## config.mk

```make
export PLATFORM = sky130hd
export DESIGN_NAME = phy_wb_arbiter
export DESIGN_NICKNAME = d
export VERILOG_FILES = /design/src/rtl/phy_wb_arbiter.sv
export SDC_FILE = /design/constraint.sdc
export NUM_CORES = 1
export LEC_CHECK = 0
export CORE_AREA = 2 2 185 187
export CTS_CLUSTER_DIAMETER = 120
export CTS_CLUSTER_SIZE = 8
export DETAILED_ROUTE_END_ITERATION = 12
export DIE_AREA = 0 0 187 189
export PLACE_DENSITY_LB_ADDON = 0.12
export SLEW_MARGIN = 20
export SYNTH_ARGS = -nofsm -noshare
export SYNTH_HDL_FRONTEND = slang
export SYNTH_SLANG_ARGS = --single-unit
```

## constraint.sdc

```tcl
create_clock -name clk -period 9.35 [get_ports clk]
set_input_delay 2.3375 -clock clk [delete_from_list [all_inputs] [get_ports clk]]
set_output_delay 2.3375 -clock clk [all_outputs]
set_load 0.01 [all_outputs]
```

## src/rtl/phy_wb_arbiter.sv

```systemverilog
// Writeback arbiter: per-execution-unit result FIFOs drained round-robin
// into WB_WIDTH registered physical register file write lanes.
module phy_wb_arbiter #(
    parameter int EXU_NUM          = 4,
    parameter int WB_WIDTH         = 2,
    parameter int PHY_REG_ID_WIDTH = 7,
    parameter int REG_DATA_WIDTH   = 32,
    parameter int FIFO_DEPTH       = 2
) (
    input  logic                        clk,
    input  logic                        rst,
    input  logic                        exu_wb_valid     [EXU_NUM],
    output logic                        exu_wb_ready     [EXU_NUM],
    input  logic                        exu_wb_rd_enable [EXU_NUM],
    input  logic [PHY_REG_ID_WIDTH-1:0] exu_wb_id        [EXU_NUM],
    input  logic [REG_DATA_WIDTH-1:0]   exu_wb_data      [EXU_NUM],
    input  logic                        commit_wb_flush,
    output logic [PHY_REG_ID_WIDTH-1:0] wb_phyf_id       [WB_WIDTH],
    output logic [REG_DATA_WIDTH-1:0]   wb_phyf_data     [WB_WIDTH],
    output logic [WB_WIDTH-1:0]         wb_phyf_we
);

    localparam int SRC_W = (EXU_NUM > 1) ? $clog2(EXU_NUM) : 1;
    localparam int PTR_W = $clog2(FIFO_DEPTH);
    localparam int CNT_W = $clog2(FIFO_DEPTH + 1);

    logic [PHY_REG_ID_WIDTH-1:0] id_mem   [EXU_NUM][FIFO_DEPTH];
    logic [REG_DATA_WIDTH-1:0]   data_mem [EXU_NUM][FIFO_DEPTH];
    logic [PTR_W-1:0]            wr_ptr   [EXU_NUM];
    logic [PTR_W-1:0]            rd_ptr   [EXU_NUM];
    logic [CNT_W-1:0]            count    [EXU_NUM];
    logic [EXU_NUM-1:0]          push;
    logic [EXU_NUM-1:0]          pop;
    logic [SRC_W-1:0]            rr;
    logic [SRC_W-1:0]            rr_nxt;
    logic [SRC_W-1:0]            idx;
    int unsigned                 n_grant;
    logic [WB_WIDTH-1:0]         lane_vld;
    logic [SRC_W-1:0]            lane_src [WB_WIDTH];

    // Ready ignores a same-cycle pop, so a full FIFO never accepts.
    always_comb begin
        for (int unsigned i = 0; i < EXU_NUM; i++) begin
            exu_wb_ready[i] = (count[i] < CNT_W'(FIFO_DEPTH)) & ~commit_wb_flush & rst;
            push[i]         = exu_wb_valid[i] & exu_wb_ready[i] & exu_wb_rd_enable[i];
        end
    end

    // Scan from rr, granting non-empty FIFOs to lanes in scan order.
    always_comb begin
        pop      = '0;
        lane_vld = '0;
        rr_nxt   = rr;
        idx      = rr;
        n_grant  = 0;
        for (int unsigned l = 0; l < WB_WIDTH; l++) lane_src[l] = '0;
        for (int unsigned k = 0; k < EXU_NUM; k++) begin
            if (count[idx] != '0 && n_grant < WB_WIDTH) begin
                pop[idx] = 1'b1;
                for (int unsigned l = 0; l < WB_WIDTH; l++) begin
                    if (l == n_grant) begin
                        lane_vld[l] = 1'b1;
                        lane_src[l] = idx;
                    end
                end
                n_grant = n_grant + 1;
                rr_nxt  = (idx == SRC_W'(EXU_NUM - 1)) ? '0 : idx + SRC_W'(1);
            end
            idx = (idx == SRC_W'(EXU_NUM - 1)) ? '0 : idx + SRC_W'(1);
        end
    end

    always_ff @(posedge clk) begin
        if (!rst || commit_wb_flush) begin
            for (int unsigned i = 0; i < EXU_NUM; i++) begin
                wr_ptr[i] <= '0;
                rd_ptr[i] <= '0;
                count[i]  <= '0;
            end
            rr         <= '0;
            wb_phyf_we <= '0;
        end else begin
            for (int unsigned i = 0; i < EXU_NUM; i++) begin
                if (push[i]) wr_ptr[i] <= wr_ptr[i] + PTR_W'(1);
                if (pop[i])  rd_ptr[i] <= rd_ptr[i] + PTR_W'(1);
                if (push[i] && !pop[i])      count[i] <= count[i] + CNT_W'(1);
                else if (pop[i] && !push[i]) count[i] <= count[i] - CNT_W'(1);
            end
            rr         <= rr_nxt;
            wb_phyf_we <= lane_vld;
        end
    end

    always_ff @(posedge clk) begin
        for (int unsigned i = 0; i < EXU_NUM; i++) begin
            if (push[i]) begin
                id_mem[i][wr_ptr[i]]   <= exu_wb_id[i];
                data_mem[i][wr_ptr[i]] <= exu_wb_data[i];
            end
        end
    end

    // Idle lanes keep their last id/data; only we marks a real write.
    always_ff @(posedge clk) begin
        if (!rst) begin
            for (int unsigned l = 0; l < WB_WIDTH; l++) begin
                wb_phyf_id[l]   <= '0;
                wb_phyf_data[l] <= '0;
            end
        end else if (!commit_wb_flush) begin
            for (int unsigned l = 0; l < WB_WIDTH; l++) begin
                if (lane_vld[l]) begin
                    wb_phyf_id[l]   <= id_mem[lane_src[l]][rd_ptr[lane_src[l]]];
                    wb_phyf_data[l] <= data_mem[lane_src[l]][rd_ptr[lane_src[l]]];
                end
            end
        end
    end

endmodule

```

==> summary.txt <==
Status
  • Status: complete, no violations

Drt
  • Routed Antenna Nets: 0
  • WL final: ~59 mm
  • Total number of vias: about 16k
  • Vias per std cell: about 6.6
  • Drt first pass iters: 6
  • Drt wl/cell: about 24 um
  • # DRC: 0
  • 1st-iter DRT viols: ~1.8k

Die
  • Die H: 189 um
  • Row count: 67
  • Total core area: 33300 um2
  • Starting Density: 59.2%
  • Die ar.: approximately 35000 um2
  • Die width: around 190 um
  • IO Pins: 251

Clocking
  • CTS root buf: clkbuf_16
  • CTS Buffer Depth: 3
  • Post-CTS sizing: 0
  • CTS tree: built
  • Post-CTS Setup Bufs: 0
  • Hold_buf cts: 0
  • CTS sink count: a little over 400
  • Clk pin slew, worst setup/hold paths: about 60 ps
  • CTS Buf Count: 57
  • Max H-tree Level: 2
  • Clock insertion delay at the later pin of the skew report: 610 ps

STA
  • Pins Over Slew Limit: 0
  • Final setup skew: between 20 and 25 ps
  • Fmax: between 100 and 150 MHz
  • Final Critical Period: around 6700 ps
  • Final Hold Violating Endpoints: 0
  • Slew HR: a little under a quarter
  • WHS: approximately 470 ps
  • TNS Setup: 0 ps
  • Worst-Margin Slew: approximately 1100 ps
  • Ratio of final minimum period to clock period: 71.8%
  • RSZ-0062 raised after global routing: no
  • Final setup vio count: 0

Logic synthesis
  • Fraction of registers with async set/reset: 0%
  • Syn nets: around 1.9k
  • Cell count after synthesis: approximately 1.7k
  • Yosys cell types: 60
  • Synthesized area: around 20000 um2
  • Main synth FF type: edfxtp_1
  • Mean Syn Cell Area: around 11 um2
  • Sequential area share after synthesis: between 50 and 60%
  • Number of synthesized flops with an enable pin: 328
  • Synth warn: 0
  • FF+latch count, synth: 412

Worst setup path
  • Setup CP Type: flop to flop
  • Worst EP required: about 10000 ps
  • Crit Path Max Fanout: 74
  • Critical Path Sink Type: flop
  • Reg2Reg Depth: 18
  • FF-to-FF Start: rr[0]
  • CP Data Arrival Time: 7220 ps
  • Critical Path Start Type: flop
  • Reg-to-reg slack, setup: around 2600 ps
  • RR Endpoint: wb_phyf_data[30]

Placed design
  • Placed cells: between 2k and 2.5k
  • Port Buffers: 250
  • GPL Wtd Cong: ~0.89
  • DP Wirelength: 32.7 mm

Final layout
  • Nets@finish: around 2.1k
  • Share of cells above drive strength 1: under 10%
  • # fillers: approximately 2.3k
  • Sequential cell area: ~12000 um2
  • Layout Utilization: about 73%
  • Synth-to-layout area growth: 22.6%
  • Commonest cells after routing, fill and taps aside: edfxtp_1 (328), nand2_1 (254), clkdlybuf4s50_1 (249), nor2_1 (128), mux2i_1 (90)
  • Non-Filler Instances: about 2.4k
  • Commonest non-fill, non-tap cell in the layout: edfxtp_1
  • Multi-input gate area: 7630 um2

Min path
  • Hold Crit Class: flop to flop
  • Worst hold path startpoint: wb_phyf_data[1]
  • Hold depth: 2
  • Hold endpoint: wb_phyf_data[1]

Global route
  • Gr ovfl total: 0
  • Antenna violations before repair: 6
  • First-pass GRT wire length: approximately 90 mm
  • Vias in the first global route: between 15k and 20k
  • GRT Util Overall: between 30% and 40%
  • Largest net degree at the start of global routing: 141

Flow run
  • Max-cap violations: 0
==> per-stage QoR <==
step	area (um2)	setup WS [ps]
CTS	24200	2780
floorplan	19700	3980
detailed placement	22500	2850
global placement	22500	2990
global route	24200	2170
finish	24200	2630
==> worst max-delay path, cell delays in order, from the launching register on <==
cell and delay [ps]:
dfxtp_1 590, inv_1 180, ha_1 700, inv_1 230
nand2_1 110, nand2_1 190, ha_1 430, nand2b_1 150
a211oi_1 250, o22ai_1 130, mux2i_2 550, o31ai_1 250
a21oi_4 150, buf_4 690, mux2i_1 290, mux2i_4 750
buf_4 500, nor2_1 120, o32ai_1 300
==> Yosys cell counts (all sizes together) (41+ instances only) <==
cell,number,area (um2)
edfxtp,328,9850
nand2,255,957
nor2,138,521
clkbuf,96,375
mux2i,95,971
dfxtp,84,1680
a221oi,78,683
o32ai,77,674
buf,55,282
a21oi,54,274
o21ai,47,243
nand3,44,220
a211oi,42,320
mux2,41,462
nor2b,41,257
==> worst max-delay path by stage <==
| stage | from | endpoint | cells after the start |
|---|---|---|---|
| 2_1_floorplan | rst | data_mem[0][0] | 6 |
| 3_3_place_gp | commit_wb_flush | exu_wb_ready[1] | 4 |
| 3_5_place_dp | rr[0] | wb_phyf_data[28] | 18 |
| 4_1_cts | rr[0] | wb_phyf_data[30] | 18 |
| 5_1_grt | rr[0] | wb_phyf_data[30] | 18 |
| 6_report | rr[0] | wb_phyf_data[30] | 18 |
==> registers in the layout, indices dropped and copies added, names as in the netlist, named ones only <==
| signal | cells |
|---|---|
| count | 8 |
| data_mem | 256 |
| id_mem | 56 |
| rd_ptr | 4 |
| rr | 2 |
| wb_phyf_data | 64 |
| wb_phyf_id | 14 |
| wb_phyf_we | 2 |
| wr_ptr | 4 |
==> per-layer routing <==
| layer | up-vias | track usage, % | share of wire [%] |
|---|---|---|---|
| li1 | 7000 | - | - |
| met3 | 161 | 6.43 | 11 |
| met2 | 1086 | 52.6 | 47 |
| met1 | 7751 | 43.5 | 38 |
| met5 | - | 0 | 0.025 |
| met4 | 2 | 16.2 | 3.6 |
==> area by class of cell <==
type	count	area share, %
repair buffers	277	11.2
clock buffers	103	6.62
well taps	448	2.32
diodes	5	0.0518
inverters	14	0.217
flip-flops and latches	412	47.7
clock inverters	4	0.280
multi-input cells	1150	31.6
==> kinds of logic after synthesis <==
kind of cell / count (synthesis) / share of synthesized area [%]
buffers and inverters: 165 / 3.60
AOI/OAI and AO/OA: 444 / 17.0
and+or+nand+nor: 548 / 12.4
adders and majority gates: 9 / 0.571
muxes: 138 / 7.49
xor gates and xnor gates: 11 / 0.489
DFF: 412 / 58.5
Power is left out: the tool's default activity adds up to more than one toggle a clock period on the data nets, which glitch-free logic cannot reach.
